## config.mk

```make
export PLATFORM = sky130hd
export DESIGN_NAME = vreg_access_ctrl
export DESIGN_NICKNAME = d
export VERILOG_FILES = /design/src/rtl/vreg_access_ctrl.sv
export SDC_FILE = /design/constraint.sdc
export NUM_CORES = 1
export LEC_CHECK = 0
export BUFFER_PORTS_ARGS = -buffer_cell sky130_fd_sc_hd__buf_2
export CORE_ASPECT_RATIO = 0.8
export CORE_MARGIN = 5
export CORE_UTILIZATION = 45
export DETAILED_ROUTE_END_ITERATION = 12
export GPL_ROUTABILITY_DRIVEN = 1
export PLACE_DENSITY_LB_ADDON = 0.3
export SLEW_MARGIN = 20
export SYNTH_ARGS = -nofsm -noshare
export SYNTH_HDL_FRONTEND = slang
export SYNTH_SLANG_ARGS = --single-unit
export TNS_END_PERCENT = 30
```

## constraint.sdc

```tcl
create_clock -name Clk -period 3.95 [get_ports Clk]
set_input_delay 0.395 -clock Clk [delete_from_list [all_inputs] [get_ports Clk]]
set_output_delay 0.395 -clock Clk [all_outputs]
set_load 0.02 [all_outputs]
```

## src/rtl/vreg_access_ctrl.sv

```systemverilog
// +--------------------------------------------------------------------------+
// | vreg_access_ctrl: round-robin sharing of the vector register file between |
// | the parallel execute port and the serial load/store stream.  Rev 1.0      |
// +--------------------------------------------------------------------------+
`default_nettype none

module vreg_access_ctrl #(
  parameter int NUM_ELEM = 16,
  parameter int ADDR_W   = 3
) (
  input  logic              Clk,
  input  logic              Rst_n,
  input  logic              ExReq,
  input  logic              ExWrite,
  input  logic [ADDR_W-1:0] ExAddr,
  input  logic [ADDR_W-1:0] ExAddr2,
  output logic              ExGrant,
  output logic              ExDone,
  input  logic              LsReq,
  input  logic              LsWrite,
  input  logic [ADDR_W-1:0] LsAddr,
  output logic              LsGrant,
  output logic              LsBeat,
  output logic [3:0]        LsIdx,
  output logic              LsDone,
  output logic              RF_RD_p,
  output logic              RF_WR_p,
  output logic              RF_RD_s,
  output logic              RF_WR_s,
  output logic [ADDR_W-1:0] RF_Addr,
  output logic [ADDR_W-1:0] RF_Addr2
);

  localparam logic [3:0] LAST_IDX = 4'(NUM_ELEM - 1);

  typedef enum logic [2:0] {
    ST_IDLE     = 3'd0,
    ST_PAR      = 3'd1,
    ST_SER      = 3'd2,
    ST_SER_TAIL = 3'd3,
    ST_DONE     = 3'd4
  } state_t;

  state_t              state_q, state_d;
  logic [3:0]          cnt_q, cnt_d;
  logic                wr_q, wr_d;
  logic                own_ls_q, own_ls_d;
  logic                fav_ex_q, fav_ex_d;
  logic [ADDR_W-1:0]   addr_q, addr_d;
  logic [ADDR_W-1:0]   addr2_q, addr2_d;
  logic                ex_grant_q, ex_grant_d;
  logic                ls_grant_q, ls_grant_d;
  logic                ex_done_q, ex_done_d;
  logic                ls_done_q, ls_done_d;
  logic                rd_p_q, rd_p_d;
  logic                wr_p_q, wr_p_d;
  logic                rd_s_q, rd_s_d;
  logic                wr_s_q, wr_s_d;
  logic                ls_beat_q, ls_beat_d;
  logic [3:0]          ls_idx_q, ls_idx_d;

  logic                win_ex;
  logic                win_ls;

  assign win_ex = ExReq & (~LsReq | fav_ex_q);
  assign win_ls = LsReq & (~ExReq | ~fav_ex_q);

  // Every output is decoded from the current state and registered, so the
  // visible strobes trail the state by one cycle.
  always_comb begin
    state_d    = state_q;
    cnt_d      = cnt_q;
    wr_d       = wr_q;
    own_ls_d   = own_ls_q;
    fav_ex_d   = fav_ex_q;
    addr_d     = addr_q;
    addr2_d    = addr2_q;
    ex_grant_d = 1'b0;
    ls_grant_d = 1'b0;
    ex_done_d  = 1'b0;
    ls_done_d  = 1'b0;
    rd_p_d     = 1'b0;
    wr_p_d     = 1'b0;
    rd_s_d     = 1'b0;
    wr_s_d     = 1'b0;
    ls_beat_d  = 1'b0;
    ls_idx_d   = 4'd0;

    case (state_q)
      ST_IDLE: begin
        if (win_ex) begin
          state_d    = ST_PAR;
          ex_grant_d = 1'b1;
          wr_d       = ExWrite;
          own_ls_d   = 1'b0;
          fav_ex_d   = 1'b0;
          addr_d     = ExAddr;
          addr2_d    = ExAddr2;
        end else if (win_ls) begin
          state_d    = ST_SER;
          ls_grant_d = 1'b1;
          wr_d       = LsWrite;
          own_ls_d   = 1'b1;
          fav_ex_d   = 1'b1;
          addr_d     = LsAddr;
          addr2_d    = LsAddr;
          cnt_d      = 4'd0;
        end
      end

      ST_PAR: begin
        rd_p_d  = ~wr_q;
        wr_p_d  = wr_q;
        state_d = ST_DONE;
      end

      ST_SER: begin
        rd_s_d = ~wr_q;
        wr_s_d = wr_q;
        // Read data appears one cycle after its strobe, so read beats lag.
        if (wr_q) begin
          ls_beat_d = 1'b1;
          ls_idx_d  = cnt_q;
        end else if (cnt_q != 4'd0) begin
          ls_beat_d = 1'b1;
          ls_idx_d  = cnt_q - 4'd1;
        end
        if (cnt_q == LAST_IDX) begin
          cnt_d   = 4'd0;
          state_d = ST_SER_TAIL;
        end else begin
          cnt_d = cnt_q + 4'd1;
        end
      end

      ST_SER_TAIL: begin
        if (!wr_q) begin
          ls_beat_d = 1'b1;
          ls_idx_d  = LAST_IDX;
        end
        state_d = ST_DONE;
      end

      ST_DONE: begin
        ex_done_d = ~own_ls_q;
        ls_done_d = own_ls_q;
        state_d   = ST_IDLE;
      end

      default: begin
        state_d = ST_IDLE;
      end
    endcase
  end

  always_ff @(posedge Clk) begin
    if (!Rst_n) begin
      state_q    <= ST_IDLE;
      cnt_q      <= 4'd0;
      wr_q       <= 1'b0;
      own_ls_q   <= 1'b0;
      fav_ex_q   <= 1'b1;
      addr_q     <= '0;
      addr2_q    <= '0;
      ex_grant_q <= 1'b0;
      ls_grant_q <= 1'b0;
      ex_done_q  <= 1'b0;
      ls_done_q  <= 1'b0;
      rd_p_q     <= 1'b0;
      wr_p_q     <= 1'b0;
      rd_s_q     <= 1'b0;
      wr_s_q     <= 1'b0;
      ls_beat_q  <= 1'b0;
      ls_idx_q   <= 4'd0;
    end else begin
      state_q    <= state_d;
      cnt_q      <= cnt_d;
      wr_q       <= wr_d;
      own_ls_q   <= own_ls_d;
      fav_ex_q   <= fav_ex_d;
      addr_q     <= addr_d;
      addr2_q    <= addr2_d;
      ex_grant_q <= ex_grant_d;
      ls_grant_q <= ls_grant_d;
      ex_done_q  <= ex_done_d;
      ls_done_q  <= ls_done_d;
      rd_p_q     <= rd_p_d;
      wr_p_q     <= wr_p_d;
      rd_s_q     <= rd_s_d;
      wr_s_q     <= wr_s_d;
      ls_beat_q  <= ls_beat_d;
      ls_idx_q   <= ls_idx_d;
    end
  end

  assign ExGrant  = ex_grant_q;
  assign ExDone   = ex_done_q;
  assign LsGrant  = ls_grant_q;
  assign LsDone   = ls_done_q;
  assign LsBeat   = ls_beat_q;
  assign LsIdx    = ls_idx_q;
  assign RF_RD_p  = rd_p_q;
  assign RF_WR_p  = wr_p_q;
  assign RF_RD_s  = rd_s_q;
  assign RF_WR_s  = wr_s_q;
  assign RF_Addr  = addr_q;
  assign RF_Addr2 = addr2_q;

endmodule

`default_nettype wire

```

; Word-level counts from Yosys, hierarchy flattened
; Cells that the tools add are included.
[totals]
register_bits = 29
in_bits = 15
output_inout_bits = 19
wordCells = 77
[classes]
add_sub_neg = 2
n_eq_ne = 9
n_mux = 25
n_bitwise = 11
n_reduce_logical = 13
[ops]
columns = op, n
row1 = $mux 4, 6
row2 = $mux 3, 6
row3 = $pmux 4 s2, 2
row4 = $reduce_and 2->1, 6
row5 = $mux 1, 9
row6 = $pmux 3 s3, 1
row7 = $not 1->1, 7
row8 = $eq 3x2->1 const B, 2
row9 = $ne 2x2->1 const B, 3
row10 = $add 4x1->4 const B, 1
row11 = $eq 4x4->1 const B, 1
row12 = $reduce_bool 2->1, 2
row13 = $reduce_bool 4->1, 1
row14 = $sub 4x1->4 const B, 1
row15 = $eq 3x1->1 const B, 1
row16 = $eq 3x3->1 const B, 1
row17 = $logic_not 3->1, 1
row18 = $ne 3x3->1 const B, 1
row19 = $reduce_and 3->1, 1
row20 = $reduce_or 3->1, 1
row21 = $and 1x1->1, 2
row22 = $or 1x1->1, 2
row23 = $pmux 1 s2, 1
row24 = $reduce_or 2->1, 1

; Logic depth before layout (Yosys ltp)
[logic_depth]
word_depth = 6
mapped_depth = 6
ltp_nobuf = 6

; Worst setup path after synthesis
; Ideal clock, no wire load.
[synth_path]
kind = register -> register
start = register cnt_q[0]
end = register ls_idx_q[2] (netlist: LsIdx[2])
setup_time_ns = 0.128
t_arrival_ns = 1.237
required_time_ns = 3.822
setup_slack_ns = 2.585
path_stages_with_launch = 7
path_buffers = 0
period_less_slack_ns = 1.365
path_cell_list = dfxtp_1 inv_1 ha_1 nand2b_1 mux2_2 a21oi_1 nor2_1
[synth_between]
elab_chain_len = 4
word_cells_on_any_way = 5
classes_between = add/sub: 1 / mux: 3 / reduce/logical: 1
[synth_lines]
columns = item, line_no
row1 = start: declaration, 45  ; logic [3:0] cnt_q, cnt_d;
row2 = start signal: assignment, 177  ; cnt_q <= cnt_d;
row3 = $sub 4x1->4 / $reduce_bool 4->1 (equally long branches), "126, 124"
row4 = $mux 4 *, 124  ; end else if (cnt_q != 4'd0) begin
row5 = $mux 4 *, 121  ; if (wr_q) begin
row6 = $pmux 4 s2 *, 89  ; case (state_q)
row7 = end signal: assignment, 192  ; ls_idx_q <= ls_idx_d;
row8 = end: declaration, 60  ; logic [3:0] ls_idx_q, ls_idx_d;
; Mark *: on every way between the ends. The rest lies on a longest branch, timed or not.
; A chain may end at the register's enable or synchronous reset.

; Worst setup path after layout
[layout_path]
start = register cnt_q[0]
end = register ls_idx_q[1] (netlist: LsIdx[1])
; The elaborated chain is that of the path after synthesis.

==> metrics.yaml <==
grt_antenna_before_repair: 0
place.gp.congestion: 0.7943
n_antenna_cell: 0
cts-buffers-inserted: 5
async_reset_ff_share_pct: 0
pin_count_of_the_biggest_net_entering_global_routing: 15
critical_path.reg2reg.endpoint: "LsIdx[1]"
vias_in_the_first_global_route: 980
postCtsSetupBuffers: 0
cts_max_level: 2
number_of_max_cap_violations: 0
worst-endpoint-arrival_ns: 1.83
synthMostInstantiatedCell: "sky130_fd_sc_hd__dfxtp_1"
cp_num_buf_inv: 1
remaining_number_of_nets_flagged_by_the_antenna_check_after_routing: 0
max_freq_mhz: 625.6
period_share_pct: 40.47
power_per_cell_area_nw_per_um2: 495.9
worst_slew_pin_slew_ns: 0.5733
cts_repair_resize_count: 0
path_cells: "inv_1 -> ha_1 -> nand2b_1 -> o31ai_1 -> a211oi_1 -> o21a_1"
min_delay_worst_endpoint: "wr_q"
holdPathStages: 3
synth_edf_count: 0
hp-start: "ExWrite"
vdd_drop_max_mv: 0.2364
layout.core_utilization_pct: 58.25
status: "complete, no violations"
power.static_leakage_nw: 0.6765
mappedNetlistArea_um2: 1200
setup.worst_path.end_class: "flop"
post-dp-hpwl_um: 1913
synth.yosys.seq_area_share_pct: 48.38
critPathSlowestCell: "sky130_fd_sc_hd__o31ai_1"
tritoncts: "done"
drc: 0
grt-ovfl-total: 0
clkTransAtPathRegs_ns: 0.09
rows: 16
synth_fp_nets: 145
synth_largest_type_area_fraction_pct: 48.38
reg2reg_depth: 6
worstSkewPairLatency_ns: 0.33
report.final.slew_viol_count: 0
max_slew_margin_pct: 61.38
drt_first_iter_violations: 67
cp.required_ns: 4.18
die_area_um2: 3805
ctsRootBufferMaster: "sky130_fd_sc_hd__clkbuf_4"
first_pass_grt_wire_length_um: 4422
synthToLayoutAreaGrowth_pct: 21.48
syn-instance-count: 128
placement.io_buffers: 33
hold_violations: 0
routed_vias: 1037
synth_cell_type_count: 37
cts.sinks: 29
grt_util_all_layers_pct: 15.35
setup_viol_count_final: 0
dieWidth_um: 67.73
path_delay_family: "compound AO/OA/AOI/OAI gates"
route.detailed.vias_per_inst: 5.264
synth_seq_cells: 29
layout_min_cycle_time_ns: 1.599
clk_path_buf_depth: 2
path_class: "flop to flop"
cts_hold_buffers: 0
critical_path.max_stage_delay_ns: 0.45
effective_utilization_at_floorplan_pct: 47.95
setup.worst_path.start_class: "flop"
fin_setup_tns_ns: 0
synth.area.top_cells: "sky130_fd_sc_hd__dfxtp_1 (48%), sky130_fd_sc_hd__mux2i_1 (6.7%), sky130_fd_sc_hd__a21oi_1 (4.6%)"
dr.pass1.iters: 4
ioPinCount: 34
routed_wl_um: 2667
yosys_warnings: 0
detail_route.wl_per_cell_um: 13.54
chip_height_um: 56.19
min-delay-path-class: "input port to flop"
dominantRegCellSynth: "sky130_fd_sc_hd__dfxtp_1"
post_synth_most_frequent_cells: "sky130_fd_sc_hd__dfxtp_1 (29), sky130_fd_sc_hd__a21oi_1 (11), sky130_fd_sc_hd__nor2_1 (11), sky130_fd_sc_hd__o21ai_0 (10)"
synth_area_per_cell_um2: 9.374
fin_skew_ns: 0.004277
design.final.nets: 177
setup.reg_to_reg.worst_slack_ns: 2.35
core_area_um2: 2502
fraction_of_layout_instances_using_a_drive_strength_above_1_pct: 28.57
synth_largest_area_cell: "sky130_fd_sc_hd__dfxtp_1"
critical_path.max_fanout: 5
r2r_start: "cnt_q[0]"
grt_setup_unrepaired: "false"
## registers in the layout, indices dropped and copies added (netlist names), 3 cells and up
register and count:
cnt_q 4, RF_Addr 3, state_q 3, LsIdx 4, RF_Addr2 3
## power breakdown
part / leakage (nW) / internal [mW] / switching [mW]
sequential: 0.237 / 0.317 / 0.0231
combinational: 0.394 / 0.0498 / 0.0772
clock: 0.0455 / 0.151 / 0.105
total: 0.677 / 0.518 / 0.205
## metal layers
layer | part of all wire, % | track usage (%) | vias up
met5 | 0 | 0 | -
met4 | 2.0 | 7.803 | 0
met3 | 6.0 | 5.253 | 9
met2 | 47 | 23.58 | 28
met1 | 45 | 18.62 | 489
li1 | - | - | 511
## per-stage QoR
step	area (um2)	instances	total power, mW	setup WS (ns)	hold WS [ns]
floorplan	1200	128	0.4361	2.585	0.4130
global placement	1373	189	0.4696	2.412	0.4408
detailed placement	1373	189	0.4734	2.394	0.4518
CTS	1458	197	0.7267	2.347	0.3471
global route	1458	197	0.7590	2.208	0.3642
finish	1458	197	0.7229	2.351	0.3522
## placed cells by master (no fill, tap or decap), types with 2 or more instances in the layout
cell type	Yosys	routed
sky130_fd_sc_hd__buf_2	2	33
sky130_fd_sc_hd__dfxtp_1	29	29
sky130_fd_sc_hd__a21oi_1	11	11
sky130_fd_sc_hd__nor2_1	11	11
sky130_fd_sc_hd__o21ai_0	10	10
sky130_fd_sc_hd__mux2i_1	8	8
sky130_fd_sc_hd__nand2_1	8	8
sky130_fd_sc_hd__inv_1	5	5
sky130_fd_sc_hd__clkbuf_4	0	5
sky130_fd_sc_hd__o21a_1	4	4
sky130_fd_sc_hd__nor3_1	4	4
sky130_fd_sc_hd__nor2b_1	3	3
sky130_fd_sc_hd__nor3b_1	2	2
sky130_fd_sc_hd__a211oi_1	2	2
sky130_fd_sc_hd__nand3_1	2	2
sky130_fd_sc_hd__ha_1	2	2
## layout make-up
class                   count  area, um2
multi-input cells          86      563.0
fillers                   229       1045
inverters                   5      18.77
repair buffers             33      165.2
well taps                  36      45.04
flip-flops and latches     29      580.6
clock inverters             1      30.03
clock buffers               7      55.05
## worst max path at each step
stage / to / from / depth (start not counted) / slack [ns]
6_report: LsIdx[1] / cnt_q[0] / 6 / 2.35
5_1_grt: LsIdx[1] / cnt_q[0] / 6 / 2.21
4_1_cts: LsIdx[1] / cnt_q[0] / 6 / 2.35
3_5_place_dp: LsIdx[1] / cnt_q[0] / 6 / 2.39
3_3_place_gp: LsIdx[1] / cnt_q[0] / 6 / 2.41
2_1_floorplan: LsIdx[2] / cnt_q[0] / 6 / 2.58
## kinds of logic (layout without fill, tap and decap cells)
group                      after synthesis  count (layout)  share of synthesized area, %
and+or+nand+nor                         40              40                         19.08
AOI/OAI and AO/OA                       33              33                         16.68
DFF                                     29              29                         48.38
buffers and inverters                   13              46                         4.692
muxes                                    9               9                         7.612
adders and majority gates                2               2                         2.085
xor gates and xnor gates                 2               2                         1.460
## worst min-delay path, cell delays in order
cell                      delay [ns]
sky130_fd_sc_hd__buf_2          0.07
sky130_fd_sc_hd__mux2i_1        0.06
sky130_fd_sc_hd__a21oi_1        0.12
(Power assumes the default switching activity.)
